[src/rtl/fifo_ctrl_8x32_if.sv]
// fifo_ctrl_8x32_if: producer/consumer bundle for the 8x32 FIFO controller.
// master = producer/consumer side, slave = controller; optional almost_* under FIFO_ALMOST_EN.
interface fifo_ctrl_8x32_if #(
  parameter int DATA_WIDTH = 32
);

  logic                  rd_en;
  logic                  wr_en;
  logic [DATA_WIDTH-1:0] d_in;
  logic [DATA_WIDTH-1:0] d_out;
  logic                  full;
  logic                  empty;
  logic                  wr_ack;
  logic                  wr_err;
  logic                  rd_ack;
  logic                  rd_err;
  logic [3:0]            data_count;
`ifdef FIFO_ALMOST_EN
  logic                  almost_full;
  logic                  almost_empty;
`endif

`ifdef FIFO_ALMOST_EN
  modport master (
    output rd_en, wr_en, d_in,
    input  d_out, full, empty,
    input  wr_ack, wr_err, rd_ack, rd_err,
    input  data_count,
    input  almost_full, almost_empty
  );

  modport slave (
    input  rd_en, wr_en, d_in,
    output d_out, full, empty,
    output wr_ack, wr_err, rd_ack, rd_err,
    output data_count,
    output almost_full, almost_empty
  );
`else
  modport master (
    output rd_en, wr_en, d_in,
    input  d_out, full, empty,
    input  wr_ack, wr_err, rd_ack, rd_err,
    input  data_count
  );

  modport slave (
    input  rd_en, wr_en, d_in,
    output d_out, full, empty,
    output wr_ack, wr_err, rd_ack, rd_err,
    output data_count
  );
`endif

endinterface

[src/rtl/fifo_ctrl_8x32.sv]
// fifo_ctrl_8x32: 8-entry x 32-bit synchronous FIFO controller with Moore ack/err.
// Ports: clk, reset_n (async active-low), bus (slave: rd_en/wr_en/d_in in; d_out,
// full, empty, wr_ack, wr_err, rd_ack, rd_err, data_count out).
// Macro FIFO_ALMOST_EN adds almost_full (count>=7) and almost_empty (count<=1).
module fifo_ctrl_8x32 #(
  parameter int DATA_WIDTH = 32,
  parameter int ADDR_WIDTH = 3,
  parameter int DEPTH      = 8
) (
  input  logic                  clk,
  input  logic                  reset_n,
  fifo_ctrl_8x32_if.slave       bus
);

  typedef enum logic [2:0] {
    INIT     = 3'b000,
    NO_OP    = 3'b001,
    WRITE    = 3'b010,
    WR_ERROR = 3'b011,
    READ     = 3'b100,
    RD_ERROR = 3'b101,
    RDWR     = 3'b110
  } state_t;

  localparam int CW = ADDR_WIDTH + 1;
  localparam logic [CW-1:0] CNT_FULL = CW'(DEPTH);
  localparam logic [CW-1:0] CNT_ONE  = CW'(1);

  state_t                  state;
  state_t                  state_n;
  logic [ADDR_WIDTH-1:0]   head;
  logic [ADDR_WIDTH-1:0]   head_n;
  logic [ADDR_WIDTH-1:0]   tail;
  logic [ADDR_WIDTH-1:0]   tail_n;
  logic [CW-1:0]           count;
  logic [CW-1:0]           count_n;
  logic [DATA_WIDTH-1:0]   d_out_q;
  logic [DATA_WIDTH-1:0]   d_out_n;
  logic [DATA_WIDTH-1:0]   mem [DEPTH];

  logic is_full;
  logic is_empty;
  logic do_wr;
  logic do_rd;

  assign is_full  = (count == CNT_FULL);
  assign is_empty = (count == '0);

  // Next state from inputs and current count only.
  // Simultaneous requests degrade to the single legal action at the limits.
  always_comb begin
    state_n = NO_OP;
    unique case (1'b1)
      (bus.wr_en && !bus.rd_en): begin
        state_n = is_full ? WR_ERROR : WRITE;
      end
      (bus.rd_en && !bus.wr_en): begin
        state_n = is_empty ? RD_ERROR : READ;
      end
      (bus.rd_en && bus.wr_en): begin
        if (is_empty)
          state_n = WRITE;
        else if (is_full)
          state_n = READ;
        else
          state_n = RDWR;
      end
      default: state_n = NO_OP;
    endcase
  end

  // Datapath actions belong to the edge that enters the state.
  assign do_wr = (state_n == WRITE) || (state_n == RDWR);
  assign do_rd = (state_n == READ)  || (state_n == RDWR);

  always_comb begin
    head_n  = head;
    tail_n  = tail;
    count_n = count;
    d_out_n = d_out_q;
    if (do_wr)
      tail_n = tail + 1'b1;
    if (do_rd) begin
      head_n  = head + 1'b1;
      d_out_n = mem[head];
    end
    unique case ({do_wr, do_rd})
      2'b10:   count_n = count + CNT_ONE;
      2'b01:   count_n = count - CNT_ONE;
      default: count_n = count;
    endcase
  end

  always_ff @(posedge clk or negedge reset_n) begin
    if (!reset_n) begin
      state   <= INIT;
      head    <= '0;
      tail    <= '0;
      count   <= '0;
      d_out_q <= '0;
    end else begin
      state   <= state_n;
      head    <= head_n;
      tail    <= tail_n;
      count   <= count_n;
      d_out_q <= d_out_n;
    end
  end

  // Storage is deliberately not reset; d_out reads the pre-edge
  // contents, so an RDWR on the same slot never forwards d_in.
  always_ff @(posedge clk) begin
    if (do_wr)
      mem[tail] <= bus.d_in;
  end

  // Moore decode from registered state and count.
  always_comb begin
    bus.wr_ack = 1'b0;
    bus.rd_ack = 1'b0;
    bus.wr_err = 1'b0;
    bus.rd_err = 1'b0;
    unique case (state)
      WRITE:    bus.wr_ack = 1'b1;
      READ:     bus.rd_ack = 1'b1;
      RDWR: begin
        bus.wr_ack = 1'b1;
        bus.rd_ack = 1'b1;
      end
      WR_ERROR: bus.wr_err = 1'b1;
      RD_ERROR: bus.rd_err = 1'b1;
      default: ;
    endcase
  end

  assign bus.d_out      = d_out_q;
  assign bus.full       = is_full;
  assign bus.empty      = is_empty;
  assign bus.data_count = count;

`ifdef FIFO_ALMOST_EN
  assign bus.almost_full  = (count >= CNT_FULL - CNT_ONE);
  assign bus.almost_empty = (count <= CNT_ONE);
`endif

endmodule
[src/flat_wrapper.sv]
// flat-port wrapper written by rule: the top's interface ports become plain ports
module fifo_ctrl_8x32_flat 
#(
  parameter int DATA_WIDTH = 32,
  parameter int ADDR_WIDTH = 3,
  parameter int DEPTH      = 8
)
  (clk, reset_n, bus_rd_en, bus_wr_en, bus_d_in, bus_d_out, bus_full, bus_empty, bus_wr_ack, bus_wr_err, bus_rd_ack, bus_rd_err, bus_data_count);
  fifo_ctrl_8x32_if #(.DATA_WIDTH(DATA_WIDTH)) bus_i ();
  input  logic clk;
  input  logic reset_n;
  input wire logic [$bits(bus_i.rd_en)-1:0] bus_rd_en;
  input wire logic [$bits(bus_i.wr_en)-1:0] bus_wr_en;
  input wire logic [$bits(bus_i.d_in)-1:0] bus_d_in;
  output wire logic [$bits(bus_i.d_out)-1:0] bus_d_out;
  output wire logic [$bits(bus_i.full)-1:0] bus_full;
  output wire logic [$bits(bus_i.empty)-1:0] bus_empty;
  output wire logic [$bits(bus_i.wr_ack)-1:0] bus_wr_ack;
  output wire logic [$bits(bus_i.wr_err)-1:0] bus_wr_err;
  output wire logic [$bits(bus_i.rd_ack)-1:0] bus_rd_ack;
  output wire logic [$bits(bus_i.rd_err)-1:0] bus_rd_err;
  output wire logic [$bits(bus_i.data_count)-1:0] bus_data_count;
  assign bus_i.rd_en = bus_rd_en;
  assign bus_i.wr_en = bus_wr_en;
  assign bus_i.d_in = bus_d_in;
  assign bus_d_out = bus_i.d_out;
  assign bus_full = bus_i.full;
  assign bus_empty = bus_i.empty;
  assign bus_wr_ack = bus_i.wr_ack;
  assign bus_wr_err = bus_i.wr_err;
  assign bus_rd_ack = bus_i.rd_ack;
  assign bus_rd_err = bus_i.rd_err;
  assign bus_data_count = bus_i.data_count;
  fifo_ctrl_8x32 #(.DATA_WIDTH(DATA_WIDTH), .ADDR_WIDTH(ADDR_WIDTH), .DEPTH(DEPTH)) u_core (.clk(clk), .reset_n(reset_n), .bus(bus_i));
endmodule
[config.mk]
export PLATFORM = sky130hd
export DESIGN_NAME = fifo_ctrl_8x32_flat
export DESIGN_NICKNAME = d
export VERILOG_FILES = /design/src/rtl/fifo_ctrl_8x32_if.sv /design/src/rtl/fifo_ctrl_8x32.sv /design/src/flat_wrapper.sv
export SDC_FILE = /design/constraint.sdc
export NUM_CORES = 1
export LEC_CHECK = 0
export ABC_AREA = 0
export CORE_MARGIN = 2
export CORE_UTILIZATION = 40
export CTS_CLUSTER_DIAMETER = 80
export CTS_CLUSTER_SIZE = 30
export DETAILED_ROUTE_END_ITERATION = 10
export PLACE_DENSITY = 0.68
export RECOVER_POWER = 100
export SYNTH_ARGS = -nofsm -noshare
export SYNTH_HDL_FRONTEND = slang
export SYNTH_SLANG_ARGS = --single-unit
export TNS_END_PERCENT = 30
[constraint.sdc]
create_clock -name clk -period 8.4 [get_ports clk]
set_input_delay 1.26 -clock clk [delete_from_list [all_inputs] [get_ports clk]]
set_output_delay 1.26 -clock clk [all_outputs]
set_load 0.02 [all_outputs]
# Word level (Yosys, flattened, before mapping)
# Memories as Yosys holds them, arrays and structs flattened. A register that Yosys moved wholly into a read port is not among the register bits.
# Cells that the tools add are included.
# word_totals
regBits	13
ramBits	256
out_inout_bits	42
mem_count	1
# mem_list
memory	words	width	rd	rd_clocked_by_memory_dff	write_ports	line_no	rtl
u_core.mem	8	32	1	1	1	fifo_ctrl_8x32.sv:39	logic [DATA_WIDTH-1:0] mem [DEPTH];
# classes
n_addsub	4
n_eq_ne	11
n_mux	12
reduce_logical	12
# op_table
cell	n
$eq 3x3->1 const B	5
$eq 3x2->1 const B	3
$pmux 3 s3	1
$mux 1	8
$pmux 4 s2	1
$add 3x1->3 const B	2
$add 4x1->4 const B	1
$eq 4x4->1 const B	1
$logic_not 4->1	1
$reduce_or 2->1	2
$sub 4x1->4 const B	1
$logic_and 1x1->1	3
$logic_not 1->1	3
$mux 3	1
$eq 2x1->1 const B	1
$eq 2x2->1 const B	1
$logic_or 1x1->1	2
$mux 2	1
$reduce_bool 2->1	1

# Logic depth before layout (Yosys ltp)
# Gate-level depths: netlist (run 1).
# depth
depth_word	8
mapped_depth	9
mapped_depth_nobuf	9

# Least setup slack after synthesis (run 1)
# No wires, ideal clock.
# synth_timing
path_type	input-to-reg
from	in bus_wr_en
to	mem u_core.mem[0][0] (enable)
arrival_time_ns	3.920
required_time_ns	7.939
slack_ns	4.019
cell_stages	3
path_buffers	0
cell_sequence	nor2b_1 nand2b_1 nor3_1
# synth_between
elab_chain_len	7
# synth_rtl
element	line_no	rtl
from (decl)	flat_wrapper.sv:13	input wire logic [$bits(bus_i.wr_en)-1:0] bus_wr_en;
$logic_not 1->1	fifo_ctrl_8x32.sv:57	(bus.rd_en && !bus.wr_en): begin
$logic_and 1x1->1	fifo_ctrl_8x32.sv:57	
$pmux 3 s3 (*)	fifo_ctrl_8x32.sv:53	unique case (1'b1)
$eq 3x2->1 / $eq 3x3->1 (equally long branches)	fifo_ctrl_8x32.sv:73	assign do_wr = (state_n == WRITE) || (state_n == RDWR);
$logic_or 1x1->1 (*)	fifo_ctrl_8x32.sv:73	
$mux 1 (*)	fifo_ctrl_8x32.sv:113	if (do_wr)
$mux 1 (implied by the code) (*)	fifo_ctrl_8x32.sv:114	mem[tail] <= bus.d_in;
to (decl)	fifo_ctrl_8x32.sv:39	
# Every way passes the cells marked *; elsewhere a longest branch is shown, timed or not.

# Worst setup path after layout (run 1)
# layout_timing
from	in bus_rd_en
to	reg u_core.count[3] (netlist: u_core.bus.data_count[3])
# layout_between
elab_chain_len	7
# layout_rtl
element	line_no	rtl
from (decl)	flat_wrapper.sv:12	input wire logic [$bits(bus_i.rd_en)-1:0] bus_rd_en;
$logic_not 1->1	fifo_ctrl_8x32.sv:54	(bus.wr_en && !bus.rd_en): begin
$logic_and 1x1->1	fifo_ctrl_8x32.sv:54	
$pmux 3 s3 (*)	fifo_ctrl_8x32.sv:53	
$eq 3x3->1	fifo_ctrl_8x32.sv:74	assign do_rd = (state_n == READ) || (state_n == RDWR);
$logic_or 1x1->1 (*)	fifo_ctrl_8x32.sv:74	
via u_core.do_rd	fifo_ctrl_8x32.sv:44	logic do_rd;
$eq 2x1->1 / $eq 2x2->1 (equally long branches)	fifo_ctrl_8x32.sv:87	unique case ({do_wr, do_rd})
$pmux 4 s2 / $reduce_bool 2->1 (equally long branches)	-	
to (signal assigned)	fifo_ctrl_8x32.sv:105	count <= count_n;
to (decl)	fifo_ctrl_8x32.sv:35	logic [CW-1:0] count;
# The timed path passes the listed nets; every way through them passes the cells marked *.
# A chain may end at the register's enable or synchronous reset.

==> results of run 1 <==
final cells by class:
class	count	area, um^2	share of cell area, %
tap	384	480	3.64
multi-input combinational	320	2600	19.7
clock inverter	6	82.6	0.625
clock buffer	20	394	2.98
sequential	301	8820	66.7
timing repair buffer	86	811	6.14
inverter	7	26.3	0.199
per-layer routing:
metal	GRT usage, %	vias to the layer above	wire, um	share of wire (%)
met1	20.2	2935	10000	46
met4	3.06	2	354	1.6
met2	23.9	112	10400	48
li1	-	2725	-	-
met5	0	-	13	0.060
met3	2.42	23	999	4.6
worst paths after layout:
kind / from / endpoint / slack (ns)
worst max-delay path: bus_rd_en / u_core.bus.data_count[3] / 3.11
worst min-delay path: u_core.bus.d_out[20] / u_core.bus.d_out[20] / 0.48
worst max register to register: u_core.bus.data_count[2] / u_core.bus.data_count[3] / 3.57
worst min register to register: u_core.bus.d_out[20] / u_core.bus.d_out[20] / 0.48
max in group asynchronous: reset_n / u_core.head[0] / 4.87
min in group asynchronous: reset_n / u_core.bus.d_out[1] / 1.68
synthesized netlist by cell type (11+ instances only):
cell type / instances
edfxtp_1: 256
o221ai_1: 23
dfrtp_1: 45
mux2i_1: 65
o21ai_1: 32
clkbuf_1: 11
nand2_1: 48
mux2_2: 64
a22oi_1: 23
state kept, by name, summed over array words and instances, names as in the netlist:
register and cells:
u_core.bus.data_count 4, u_core.mem 256, u_core.state 3, u_core.tail 3
u_core.head 3, u_core.bus.d_out 32
power breakdown:
part           switching [mW]  internal [mW]
combinational           0.756          0.581
sequential              0.183           1.93
clock                   0.476          0.356
total                    1.42           2.87
worst max-delay path, cell delays in order:
cell,delay [ns]
dlygate4sd3_1,0.57
nand2b_2,0.08
clkbuf_1,1.89
inv_1,0.37
ha_1,0.46
ha_1,0.31
a21oi_1,0.24
o21ai_0,0.14
o311ai_0,0.34
per-stage QoR:
stage,instance area (um^2),power (mW)
after floorplan,11600,3.07
after global placement,12800,3.55
after detailed placement,12800,3.58
after CTS,13300,4.40
after global routing,13200,4.52
final,13200,4.28
logic make-up (layout without fill, tap and decap cells):
family                   Yosys count  count (layout)
flip-flops                       301             301
adder cells (fa/ha/maj)            6               6
AO/OA/AOI/OAI                    103             103
AND/OR/NAND/NOR                   77              77
XOR/XNOR                           5               5
multiplexers                     129             129
buffers and inverters             42             119
==> impl_metrics.json, run 1 <==
{
  "whs_ns": 0.477,
  "min_path_type": "reg2reg",
  "cts_tree": "built",
  "die-area_mm2": 0.0305,
  "num_antenna_cells": 0,
  "grt_first_pass_wirelength_um": 34500,
  "clock_latency_ns": 0.50,
  "synth_edf_count": 256,
  "setup_viol": 0,
  "wl_um": 21800,
  "cts_max_level": 1,
  "skew_ns": 0.0242,
  "yosysTopAreaCellShare_pct": 66.0,
  "slew_headroom_pct": -114,
  "status": "complete, but fails checks",
  "cts_buffers": 15,
  "vias_per_cell": 5.16,
  "required_ns": 8.78,
  "layout_common_cells": "256 x edfxtp_1, 75 x dlygate4sd3_1, 65 x mux2i_1, 64 x mux2_2, 48 x nand2_1",
  "fin_util_pct": 46.0,
  "cts-root-buf": "clkbuf_16",
  "yosys.area.top_type": "edfxtp_1",
  "cts.sinks": 301,
  "async_flop_share_pct": 15.0,
  "violations": "capacitance limit, slew limit",
  "cp-start-kind": "input port",
  "grt-ovfl-total": 0,
  "finalMaxSlewViolations": 312,
  "crit_arrival_ns": 5.67,
  "power_density_mw_per_mm2": 324,
  "synthCells": 663,
  "crit_type": "in2reg",
  "initial_core_util_pct": 40.6,
  "dr.pass1.iters": 4,
  "gp_congestion": 0.670,
  "grt_pass1_vias": 6009,
  "dpl.hpwl_um": 12400,
  "fin_setup_tns_ns": 0,
  "ys_warn_count": 0,
  "fin_crit_sh_pct": 63.0,
  "layout_commonest_cell": "edfxtp_1",
  "hold_buffers": 0,
  "irDropWorstVdd_mv": 0.191,
  "maxCapViolCount": 9,
  "drive_above_1_share_pct": 12.6,
  "synth_mux_area_share_pct": 11.8,
  "synth_xor_area_share_pct": 0.376,
  "endpoint_kind": "flop",
  "port_buffers": 77,
  "synth_top_family_by_area": "multiplexers",
  "leakage_nw": 4.53,
  "synth.ff_latch_count": 301,
  "syn-cell-area_mm2": 0.0116,
  "synth_fp_nets": 705,
  "nets": 773,
  "cts.clk_slew.worst_paths_ns": 0.11,
  "synthTopCellsByArea": "edfxtp_1 66%, dfrtp_1 9.7%, mux2_2 6.2%, mux2i_1 5.6%, o221ai_1 1.7%",
  "ios": 78,
  "synth_compound_area_share_pct": 6.22,
  "instances_no_fill": 1124,
  "yosysSeqAreaShare_pct": 75.7,
  "pre_cts_slack_ns": 4.29,
  "r2r_cells": 9,
  "netlist-cell-type-count": 35,
  "wl_per_cell_um": 19.4,
  "drc": 0,
  "fmax_mhz": 189,
  "rows": 62,
  "syn_area_per_cell_um2": 17.6,
  "cts_setup_buffers": 0,
  "vias": 5797,
  "synth-simple-area-share_pct": 3.14,
  "die_h_um": 175,
  "core_area_mm2": 0.0287,
  "min_period_ns": 5.29,
  "cts_buffer_depth": 3,
  "cts_resized": 0,
  "synth-main-ff-cell": "edfxtp_1",
  "placed_cells": 1098,
  "antenna_left": 0,
  "area_growth_pct": 13.4,
  "cp_max_fo": 67,
  "n_fill_cell": 2507,
  "setup_slack_ns": 3.11,
  "synthAdderAreaFrac_pct": 0.709,
  "grt_start_max_net_pins": 69,
  "tightest_slew_ns": 3.19,
  "whs_path_depth": 2,
  "rsz0062_at_grt": "false",
  "antenna_found_initial": 1,
  "die_x_um": 175,
  "track_usage_pct": 14.4,
  "drt_iter0_markers": 533,
  "hold_viol": 0
}
Power figures use the tool's default switching activity.
==> run 2, diff against run 1 <==
- clock period: 8.4 -> 5.1 ns (I/O delays scaled with it)
==> impl_metrics.json, run 2 (synthesis results as in run 1) <==
{
  "required_ns": 5.45,
  "violations": "capacitance limit, slew limit",
  "instances_no_fill": 1125,
  "reg2reg_to": "u_core.bus.d_out[14]",
  "cp-start-kind": "flop",
  "maxCapViolCount": 8,
  "hold_viol": 0,
  "top_layer": "met5",
  "cts_tree": "built",
  "hp-start": "u_core.bus.d_out[25]",
  "antenna_found_initial": 1,
  "wl_met2_um": 10700,
  "fin_crit_sh_pct": 69.5,
  "endpoint_kind": "flop",
  "grt_start_max_net_pins": 67,
  "cts_setup_buffers": 0,
  "fin_util_pct": 46.1,
  "dpl.hpwl_um": 12800,
  "num_antenna_cells": 0,
  "setup_viol": 0,
  "core_area_mm2": 0.0287,
  "status": "complete, but fails checks",
  "fmax_mhz": 282,
  "power_density_mw_per_mm2": 534,
  "placed_cells": 1099,
  "cp_max_fo": 50,
  "whs_path_depth": 2,
  "wl_um": 21900,
  "die-area_mm2": 0.0305,
  "vias": 5799,
  "r2r_cells": 5,
  "cts_buffers": 15,
  "drt-met1-wl_um": 9950,
  "layout_common_cells": "256 x edfxtp_1, 75 x dlygate4sd3_1, 65 x mux2i_1, 63 x mux2_2, 48 x nand2_1",
  "port_buffers": 77,
  "vias_per_cell": 5.15,
  "rsz0062_at_grt": "false",
  "top_register": "u_core.mem",
  "largest_reg_flops": 256,
  "cts_buffer_depth": 3,
  "grt_pass1_vias": 5960,
  "timing.rr.start": "u_core.head[0]",
  "leakage_nw": 4.54,
  "fin_setup_tns_ns": 0,
  "irDropWorstVdd_mv": 0.274,
  "grt-ovfl-total": 0,
  "drive_above_1_share_pct": 13.2,
  "tightest_slew_ns": 2.74,
  "routed-wl-met3_um": 969,
  "cts.sinks": 301,
  "grt_first_pass_wirelength_um": 34500,
  "cts-root-buf": "clkbuf_16",
  "drc": 0,
  "skew_ns": 0.0220,
  "die_x_um": 175,
  "min_period_ns": 3.54,
  "hold_buffers": 0,
  "layout_commonest_cell": "edfxtp_1",
  "crit_arrival_ns": 3.89,
  "nets": 774,
  "whs_ns": 0.480,
  "wl_per_cell_um": 19.5,
  "track_usage_pct": 14.5,
  "cts_resized": 0,
  "n_fill_cell": 2490,
  "placed_area_mm2": 0.0128,
  "rows": 62,
  "cts.clk_slew.worst_paths_ns": 0.09,
  "slew_headroom_pct": -83.0,
  "finalMaxSlewViolations": 281,
  "die_h_um": 175,
  "initial_core_util_pct": 40.6,
  "stdcell_area_mm2": 0.0132,
  "min_delay_worst_endpoint": "u_core.bus.d_out[25]",
  "area_growth_pct": 13.6,
  "crit_type": "reg2reg",
  "clock_latency_ns": 0.52,
  "r2r_slack_ns": 1.56,
  "drt_iter0_markers": 432,
  "dr.pass1.iters": 5,
  "gp_congestion": 0.692,
  "ios": 78,
  "cts_max_level": 1,
  "antenna_left": 0,
  "min_path_type": "reg2reg"
}
## run 2: changes by cell type in the layout (fill, tap and decap cells not counted), sizes merged
cell	previous run	this run
buf	4	6
clkbuf	26	25
clkinv	2	1
inv	11	12
## run 2: layout make-up
type / instances / area (um^2) / area share [%]
timing repair buffer: 87 / 835 / 6.31
tap: 384 / 480 / 3.63
clock inverter: 6 / 73.8 / 0.558
inverter: 7 / 26.3 / 0.199
clock buffer: 20 / 394 / 2.98
multi-input combinational: 320 / 2600 / 19.7
sequential: 301 / 8810 / 66.6
## run 2: worst max-delay path by stage
stage                                  start                   end  slack, ns  depth (start not counted)
detailed placement                 bus_wr_en      u_core.mem[4][8]       1.74                          4
finish                        u_core.head[0]  u_core.bus.d_out[14]       1.56                          5
global route                  u_core.head[0]  u_core.bus.d_out[14]       1.33                          5
CTS                 u_core.bus.data_count[0]              bus_full       2.22                          2
floorplan                          bus_wr_en      u_core.mem[0][0]       1.21                          3
global placement                   bus_wr_en      u_core.mem[4][7]       1.78                          4
## run 2: metrics by stage
step           power, mW  setup slack [ns]
2_1_floorplan       5.06              1.21
3_3_place_gp        5.85              1.78
3_5_place_dp        5.92              1.74
4_1_cts             7.28              2.22
5_1_grt             7.46              1.33
6_report            7.06              1.56
## run 2: critical path: stages, from the launching register on
cell	delay [ns]
dfrtp_1	1.95
buf_4	0.58
mux2_2	0.39
o22ai_1	0.21
a221o_1	0.15
o21ai_0	0.08
## run 2: report_power, final
part	switching [mW]	leakage, nW	internal, mW	total, mW
Combinational	1.28	1.45	0.981	2.26
Clock	0.782	0.226	0.586	1.37
Sequential	0.264	2.86	3.16	3.43
Total	2.33	4.54	4.73	7.06
## run 2: routing by layer
metal / up-vias / GRT usage (%)
met3: 23 / 2.24
met1: 2938 / 20.4
met4: 2 / 2.92
li1: 2719 / -
met2: 117 / 24.0
met5: - / 0
